### src/rtl/fifo_serializer_if.sv
// fifo_serializer_if
// Bundles the two handshakes of the FIFO drain stage into one interface:
//   - FIFO read port: fifo_empty, fifo_rd_data, fifo_rd_en
//   - serial valid/ready port: ser_ready, ser_valid, ser_data, ser_first, ser_last
// Modports:
//   master : the serializer (pops the FIFO, drives the serial stream)
//   slave  : the environment (FIFO and downstream sink)
// Parameter DATA_WIDTH must match the serializer's DATA_WIDTH.

interface fifo_serializer_if #(
    parameter int DATA_WIDTH = 4
);
    logic                  fifo_empty;
    logic [DATA_WIDTH-1:0] fifo_rd_data;
    logic                  fifo_rd_en;
    logic                  ser_ready;
    logic                  ser_valid;
    logic                  ser_data;
    logic                  ser_first;
    logic                  ser_last;

    modport master (
        input  fifo_empty,
        input  fifo_rd_data,
        input  ser_ready,
        output fifo_rd_en,
        output ser_valid,
        output ser_data,
        output ser_first,
        output ser_last
    );

    modport slave (
        output fifo_empty,
        output fifo_rd_data,
        output ser_ready,
        input  fifo_rd_en,
        input  ser_valid,
        input  ser_data,
        input  ser_first,
        input  ser_last
    );
endinterface

### src/rtl/fifo_serializer.sv
// fifo_serializer
// Drain stage behind a FIFO: pops one DATA_WIDTH-bit word at a time and shifts it
// out one bit per accepted cycle on a valid/ready serial port. At most one FIFO
// read is outstanding; completed frames are counted in words_sent.
//
// Ports:
//   clk        in   single clock, rising edge
//   reset      in   asynchronous, active-high, clears all state
//   bus        if   fifo_serializer_if.master (FIFO read port + serial port)
//   busy       out  FSM is not idle
//   words_sent out  completed frames, wraps modulo 2^CNT_WIDTH
//
// Parameters: DATA_WIDTH, RD_LATENCY (0 or 1), MSB_FIRST, CNT_WIDTH.
// Optional feature macro: FIFO_SER_PARITY_EN -- when defined, every frame carries
// an extra trailing even-parity bit (^word) and ser_last marks that bit.
//
// state  | meaning
// -------+-------------------------------------------------------------
// IDLE   | nothing to send; pops the FIFO as soon as it is not empty
// WAIT   | pop issued, read data arrives this cycle (RD_LATENCY=1 only)
// SHIFT  | presenting bits of the loaded word on the serial port

module fifo_serializer #(
    parameter int DATA_WIDTH = 4,
    parameter int RD_LATENCY = 1,
    parameter bit MSB_FIRST  = 1'b1,
    parameter int CNT_WIDTH  = 8
) (
    input  logic                 clk,
    input  logic                 reset,
    fifo_serializer_if.master    bus,
    output logic                 busy,
    output logic [CNT_WIDTH-1:0] words_sent
);

`ifdef FIFO_SER_PARITY_EN
    localparam int FRAME_LEN = DATA_WIDTH + 1;
`else
    localparam int FRAME_LEN = DATA_WIDTH;
`endif
    localparam int BC_W = (FRAME_LEN > 1) ? $clog2(FRAME_LEN) : 1;
    localparam logic [BC_W-1:0] LAST_IDX = BC_W'(FRAME_LEN - 1);

    typedef enum logic [1:0] {
        ST_IDLE  = 2'd0,
        ST_WAIT  = 2'd1,
        ST_SHIFT = 2'd2
    } state_t;

    state_t                state;
    state_t                state_nxt;
    logic [DATA_WIDTH-1:0] shreg;
    logic [BC_W-1:0]       bit_cnt;
`ifdef FIFO_SER_PARITY_EN
    logic                  par_bit;
`endif
    logic                  xfer;
    logic                  is_last;
    logic                  load;
    logic                  rd_req;
    logic                  data_bit;

    assign xfer    = (state == ST_SHIFT) && bus.ser_ready;
    assign is_last = (bit_cnt == LAST_IDX);

    always_comb begin
        state_nxt = state;
        rd_req    = 1'b0;
        load      = 1'b0;
        case (state)
            ST_IDLE: begin
                if (!bus.fifo_empty) begin
                    rd_req = 1'b1;
                    if (RD_LATENCY == 0) begin
                        load      = 1'b1;
                        state_nxt = ST_SHIFT;
                    end else begin
                        state_nxt = ST_WAIT;
                    end
                end
            end
            ST_WAIT: begin
                load      = 1'b1;
                state_nxt = ST_SHIFT;
            end
            ST_SHIFT: begin
                // The next pop is only issued on the final accepted bit, so the
                // shift register is never overwritten while still in use.
                if (xfer && is_last) begin
                    if (!bus.fifo_empty) begin
                        rd_req = 1'b1;
                        if (RD_LATENCY == 0) begin
                            load = 1'b1;
                        end else begin
                            state_nxt = ST_WAIT;
                        end
                    end else begin
                        state_nxt = ST_IDLE;
                    end
                end
            end
            default: state_nxt = ST_IDLE;
        endcase
    end

    always_comb begin
        data_bit = MSB_FIRST ? shreg[DATA_WIDTH-1] : shreg[0];
`ifdef FIFO_SER_PARITY_EN
        if (bit_cnt == BC_W'(DATA_WIDTH)) begin
            data_bit = par_bit;
        end
`endif
    end

    // The IDLE pop is combinational on fifo_empty, so it must also be masked
    // while reset is held.
    assign bus.fifo_rd_en = rd_req & ~reset;
    assign bus.ser_valid  = (state == ST_SHIFT);
    assign bus.ser_data   = (state == ST_SHIFT) & data_bit;
    assign bus.ser_first  = (state == ST_SHIFT) && (bit_cnt == '0);
    assign bus.ser_last   = (state == ST_SHIFT) && is_last;
    assign busy           = (state != ST_IDLE);

    always_ff @(posedge clk or posedge reset) begin
        if (reset) begin
            state      <= ST_IDLE;
            shreg      <= '0;
            bit_cnt    <= '0;
            words_sent <= '0;
`ifdef FIFO_SER_PARITY_EN
            par_bit    <= 1'b0;
`endif
        end else begin
            state <= state_nxt;
            if (load) begin
                shreg   <= bus.fifo_rd_data;
                bit_cnt <= '0;
`ifdef FIFO_SER_PARITY_EN
                par_bit <= ^bus.fifo_rd_data;
`endif
            end else if (xfer) begin
                if (is_last) begin
                    bit_cnt <= '0;
                end else begin
                    bit_cnt <= bit_cnt + BC_W'(1);
                    shreg   <= MSB_FIRST ? (shreg << 1) : (shreg >> 1);
                end
            end
            if (xfer && is_last) begin
                words_sent <= words_sent + CNT_WIDTH'(1);
            end
        end
    end

endmodule
### src/flat_wrapper.sv
// flat-port wrapper written by rule: the top's interface ports become plain ports
module fifo_serializer_flat 
#(
    parameter int DATA_WIDTH = 4,
    parameter int RD_LATENCY = 1,
    parameter bit MSB_FIRST  = 1'b1,
    parameter int CNT_WIDTH  = 8
)
  (clk, reset, busy, words_sent, bus_fifo_empty, bus_fifo_rd_data, bus_ser_ready, bus_fifo_rd_en, bus_ser_valid, bus_ser_data, bus_ser_first, bus_ser_last);
  fifo_serializer_if #(.DATA_WIDTH(DATA_WIDTH)) bus_i ();
  input  logic clk;
  input  logic reset;
  output logic busy;
  output logic [CNT_WIDTH-1:0] words_sent;
  input wire logic [$bits(bus_i.fifo_empty)-1:0] bus_fifo_empty;
  input wire logic [$bits(bus_i.fifo_rd_data)-1:0] bus_fifo_rd_data;
  input wire logic [$bits(bus_i.ser_ready)-1:0] bus_ser_ready;
  output wire logic [$bits(bus_i.fifo_rd_en)-1:0] bus_fifo_rd_en;
  output wire logic [$bits(bus_i.ser_valid)-1:0] bus_ser_valid;
  output wire logic [$bits(bus_i.ser_data)-1:0] bus_ser_data;
  output wire logic [$bits(bus_i.ser_first)-1:0] bus_ser_first;
  output wire logic [$bits(bus_i.ser_last)-1:0] bus_ser_last;
  assign bus_i.fifo_empty = bus_fifo_empty;
  assign bus_i.fifo_rd_data = bus_fifo_rd_data;
  assign bus_i.ser_ready = bus_ser_ready;
  assign bus_fifo_rd_en = bus_i.fifo_rd_en;
  assign bus_ser_valid = bus_i.ser_valid;
  assign bus_ser_data = bus_i.ser_data;
  assign bus_ser_first = bus_i.ser_first;
  assign bus_ser_last = bus_i.ser_last;
  fifo_serializer #(.DATA_WIDTH(DATA_WIDTH), .RD_LATENCY(RD_LATENCY), .MSB_FIRST(MSB_FIRST), .CNT_WIDTH(CNT_WIDTH)) u_core (.clk(clk), .reset(reset), .bus(bus_i), .busy(busy), .words_sent(words_sent));
endmodule
### config.mk
export PLATFORM = sky130hd
export DESIGN_NAME = fifo_serializer_flat
export DESIGN_NICKNAME = d
export VERILOG_FILES = /design/src/rtl/fifo_serializer_if.sv /design/src/rtl/fifo_serializer.sv /design/src/flat_wrapper.sv
export SDC_FILE = /design/constraint.sdc
export NUM_CORES = 1
export LEC_CHECK = 0
export CAP_MARGIN = 20
export CORE_MARGIN = 4
export CORE_UTILIZATION = 49
export DETAILED_ROUTE_END_ITERATION = 10
export HOLD_SLACK_MARGIN = 0.02
export PLACE_DENSITY = 0.9
export SLEW_MARGIN = 40
export SYNTH_ARGS = -nofsm -noshare
export SYNTH_HDL_FRONTEND = slang
export SYNTH_SLANG_ARGS = --single-unit
### constraint.sdc
create_clock -name clk -period 2.6 [get_ports clk]
set_input_delay 0.26 -clock clk [delete_from_list [all_inputs] [get_ports clk]]
set_output_delay 0.26 -clock clk [all_outputs]
set_load 0.05 [all_outputs]
### After elaboration in Yosys (flattened, before gate mapping)

Index checks and enable logic that the tools add are counted.

| word-level totals | value |
|---|---|
| bits in registers | 16 |
| bits in latches | 0 |
| RAM bits | 0 |
| bits in read-only memories | 0 |
| input bits | 8 |
| output and inout port bits | 14 |
| logic and storage cells | 39 |
| memories kept | 0 |

| operators by class | value |
|---|---|
| add/sub/neg operators | 2 |
| multipliers | 0 |
| divide/modulo/power cells | 0 |
| magnitude comparators | 0 |
| equal/unequal tests | 6 |
| shift-type cells | 0 |
| muxes and demuxes | 14 |
| bitwise gates (word level) | 3 |
| reduce and logical (&&, ||, !) cells | 10 |

Operators by type and width:

| operator | number |
|---|---|
| $mux W4 | 3 |
| $mux W2 | 5 |
| $add A8 B1 Y8 const B | 1 |
| $pmux W2 S3 | 1 |
| $eq A2 B2 Y1 const B | 2 |
| $logic_and A1 B1 Y1 | 4 |
| $logic_not A2 Y1 | 2 |
| $mux W1 | 4 |
| $ne A2 B2 Y1 const B | 2 |
| $reduce_and A2 Y1 | 2 |
| $reduce_bool A2 Y1 | 2 |
| $add A2 B1 Y2 const B | 1 |
| $and A1 B1 Y1 | 2 |
| $eq A2 B1 Y1 const B | 1 |
| $ne A2 B1 Y1 const B | 1 |
| $pmux W1 S2 | 1 |
| $not A1 Y1 | 1 |

### Depth between registers and ports, before layout

| depth | value |
|---|---|
| depth in word-level cells | 6 |
| mapped depth | 5 |
| gate-level depth less buffers | 5 |

### Worst setup path after synthesis

No wires, ideal clock.

| timing | value |
|---|---|
| path type | register to output |
| from | register u_core.state[1] |
| to | output port bus_ser_data |
| data arrival time | 1.567 ns |
| path slack | 0.773 ns |
| stages on the path, launching flop included | 4 |
| path buffers | 1 |
| cells stage by stage | dfrtp_1 -> buf_4 -> and2b_1 -> and2_1 |

| between the ends | value |
|---|---|
| word-level cells in the longest chain between the ends | 2 |

RTL lines:

| item | line | RTL |
|---|---|---|
| from (decl) | fifo_serializer.sv:50 | `state_t state;` |
| from (signal assigned) | fifo_serializer.sv:134 | `state <= state_nxt;` |
| $eq A2 B2 Y1 | -- |  |
| via bus_ser_valid | flat_wrapper.sv:19 | `output wire logic [$bits(bus_i.ser_valid)-1:0] bus_ser_valid;` |
| $and A1 B1 Y1 | fifo_serializer.sv:119 | `assign bus.ser_data = (state == ST_SHIFT) & data_bit;` |
| to (decl) | flat_wrapper.sv:20 | `output wire logic [$bits(bus_i.ser_data)-1:0] bus_ser_data;` |

The timed path passes the listed nets, and every way through them passes these cells.

### Worst setup path in the final report

| timing | value |
|---|---|
| from | register u_core.state[1] |
| to | output port bus_ser_last |

| between the ends | value |
|---|---|
| word-level cells in the longest chain between the ends | 2 |

RTL lines:

| item | line | RTL |
|---|---|---|
| $eq A2 B2 Y1 | fifo_serializer.sv:121 | `assign bus.ser_last = (state == ST_SHIFT) && is_last;` |
| $logic_and A1 B1 Y1 | fifo_serializer.sv:121 |  |
| to (decl) | flat_wrapper.sv:22 | `output wire logic [$bits(bus_i.ser_last)-1:0] bus_ser_last;` |

Every way passes these cells.

==> results by group <==
Outcome
  • Status: completed

Yosys
  • Share of the yosys chip area belonging to registers: 44.3%
  • Count of unique library cells instantiated by Yosys: 28
  • Synth Cell Area: 903 um2
  • Dominant synthesized flop cell: dfrtp_1
  • Yosys Warn Count: 0
  • Cells after synthesis: 78
  • Mapped Nets: 89
  • EDFF count, synth: 0
  • Synth Area per Inst: 11.6 um2
  • Seq cells post-synth: 16
  • Async set-or-reset flop fraction in the synthesized netlist: 100%

Worst setup path
  • CP Launch Point: u_core.state[1]
  • R2R depth: 3
  • Max FO, Critical Path: 13
  • RR Endpoint: u_core.shreg[1]
  • Crit-path cells: and2b_1 > and2_1 > clkdlybuf4s50_1
  • FF-to-FF setup slack: 1.04 ns
  • Data required time of the worst path: 2.34 ns
  • Reg2reg start: u_core.state[1]
  • Crit start category: flip-flop
  • WS Path Type: reg2out
  • Critical Path Sink Type: output port
  • Crit-path slowest cell: clkdlybuf4s50_1
  • Worst EP arrival: 2.13 ns
  • Slowest stage delay, CP: 0.80 ns

Final layout
  • # diodes: 0
  • Share of layout cells above drive strength 1: 20.0%
  • Fin nets: 113
  • Area grow syn2layout: 27.8%

Floorplan
  • Die width: 50.9 um
  • I/O Pins: 22
  • Core area: 1750 um2
  • Num rows: 15
  • Initial Utilization: 51.8%
  • Die area: 2590 um2
  • Die height: 50.9 um

Timing
  • Pins Over Slew Limit: 0
  • Clock Skews: 0.00418 ns
  • Final setup viols: 0
  • Post-route worst setup slack: 0.208 ns
  • Fmax: 418 MHz
  • Fin crit period: 2.39 ns
  • Max-slew headroom: 65.6%
  • Part of the cycle the worst path needs: 92.0%
  • Hold Fails Final Rpt: 0
  • RSZ-0062 raised after global routing: false
  • Least-Margin Pin Slew: 0.514 ns
  • Post-Route Setup TNS: 0 ns

Power and ir drop
  • PD cells: 972 nW/um2
  • Peak VDD IR: 0.664 mV
  • Pleak: 0.529 nW

Routing
  • WL per Instance: 14.1 um
  • 1st-pass router iterations: 3
  • Via density: 5.01
  • Via count: 626
  • Detail Route Antenna Nets: 0
  • Drt drc: 0
  • Drt total wl: 1.76 mm
  • DR iter-0 viols: 7

Placement
  • DPL Wire Length: 1.37 mm
  • PortBufs: 21
  • RePlAce Congestion: 0.740
  • Pre-CTS setup slack: 0.522 ns

Global route
  • First-pass GRT wire length: 3.08 mm
  • Grt ovf: 0
  • Vias in the first global route: 647
  • M2 GR Usage: 24.7%
  • Global routing's busiest layer: met2
  • Grt met1 use: 20.4%
  • Largest net degree at the start of global routing: 17
  • GRT Overall Usage: 15.8%
  • Met3 usage: 4.08%
  • Initial antenna violation count: 0

Clocking
  • Worst-skew pair later-pin latency: 0.28 ns
  • CTS buffer count: 3
  • CTS tree: yes
  • CTS Sinks: 16
  • Post_cts resized: 0
  • Clock root buffer: clkbuf_4
  • H-tree levels: 1
  • Clk buf depth: 2
  • Hold-fix buffer count after cts: 0
  • Clk slew on worst S/H paths: 0.09 ns
  • Postcts setup bufs: 0

Hold path
  • HP Class: in2async

Job
  • MaxCap Viol Count: 0
worst max-delay path by stage:
stage,to,slack [ns]
global placement,bus_ser_data,0.60
global route,bus_ser_last,0.08
CTS,bus_ser_last,0.21
floorplan,bus_ser_data,0.77
detailed placement,bus_ser_last,0.52
finish,bus_ser_last,0.21
synth_stat cells, drive strengths merged, types with 2 or more instances:
| library cell | n | area share [%] |
|---|---|---|
| nor2 | 4 | 1.7 |
| nor2b | 2 | 2.2 |
| dfrtp | 16 | 44 |
| o21ai | 2 | 1.1 |
| xor2 | 4 | 3.9 |
| and2 | 4 | 2.8 |
| xnor2 | 3 | 2.9 |
| o22ai | 2 | 1.4 |
| nor4 | 3 | 4.2 |
| buf | 3 | 3.3 |
| nand2 | 4 | 1.7 |
| inv | 7 | 2.9 |
| ha | 3 | 4.2 |
| mux2 | 7 | 11 |
| nand3 | 4 | 2.2 |
kinds of logic (layout without fill, tap and decap cells):
group                      Yosys count  after routing  share of synthesized area (%)
and+or+nand+nor                     26             26                           19.1
buffers and inverters               10             32                           6.23
muxes                                7              7                           11.2
xor gates and xnor gates             7              7                           6.79
adders and majority gates            3              3                           4.16
AOI/OAI and AO/OA                    9              9                           8.17
DFF                                 16             16                           44.3
layer usage:
layer  wire length (um)  vias up
met5                  0        -
met4                 27        0
met3                 85        2
met2                848       14
met1                797      300
li1                   -      310
flip-flops by register name, summed over array words and instances (netlist names):
| name | count |
|---|---|
| u_core.shreg | 4 |
| u_core.state | 2 |
| u_core.bit_cnt | 2 |
| u_core.words_sent | 8 |
stage by stage:
step	hold slack (ns)	cell area, um2	utilization, %	cells	power, mW
3_3_place_gp	0.455	1130	64.9	122	0.974
6_report	0.336	1150	66.2	125	1.12
3_5_place_dp	0.464	1130	64.9	122	1.00
4_1_cts	0.343	1150	66.2	125	1.13
5_1_grt	0.368	1150	66.2	125	1.19
2_1_floorplan	0.179	903	-	78	0.859
layout make-up:
| cell class | count | area [um2] |
|---|---|---|
| fillers | 133 | 591 |
| multi-input cells | 52 | 447 |
| flip-flops and latches | 16 | 400 |
| repair buffers | 22 | 228 |
| well taps | 25 | 31.3 |
| inverters | 7 | 26.3 |
| clock buffers | 3 | 22.5 |
critical path, delay by kind of cell, from the launching register on:
family | cells | cell delay [ns]
buf+inv | 1 | 0.80
flops | 1 | 0.64
simple gates | 2 | 0.41
cells in the final DEF, fill, tap and decap left out, types with 3 or more instances in the layout:
| cell type | Yosys | routed |
|---|---|---|
| xor2_1 | 4 | 4 |
| and2_1 | 4 | 4 |
| ha_1 | 3 | 3 |
| xnor2_1 | 3 | 3 |
| dfrtp_1 | 16 | 16 |
| clkdlybuf4s50_1 | 0 | 20 |
| inv_1 | 7 | 7 |
| nand3_1 | 4 | 4 |
| nor4_2 | 3 | 3 |
| clkbuf_4 | 0 | 3 |
| nor2_1 | 4 | 4 |
| nand2_1 | 4 | 4 |
| mux2_4 | 6 | 6 |
where the power goes:
group / switching [mW] / internal, mW / leakage, nW / total (mW)
registers: 0.0844 / 0.316 / 0.202 / 0.401
logic: 0.316 / 0.279 / 0.313 / 0.595
clock network: 0.0731 / 0.0539 / 0.0138 / 0.127
(Power assumes the default switching activity.)
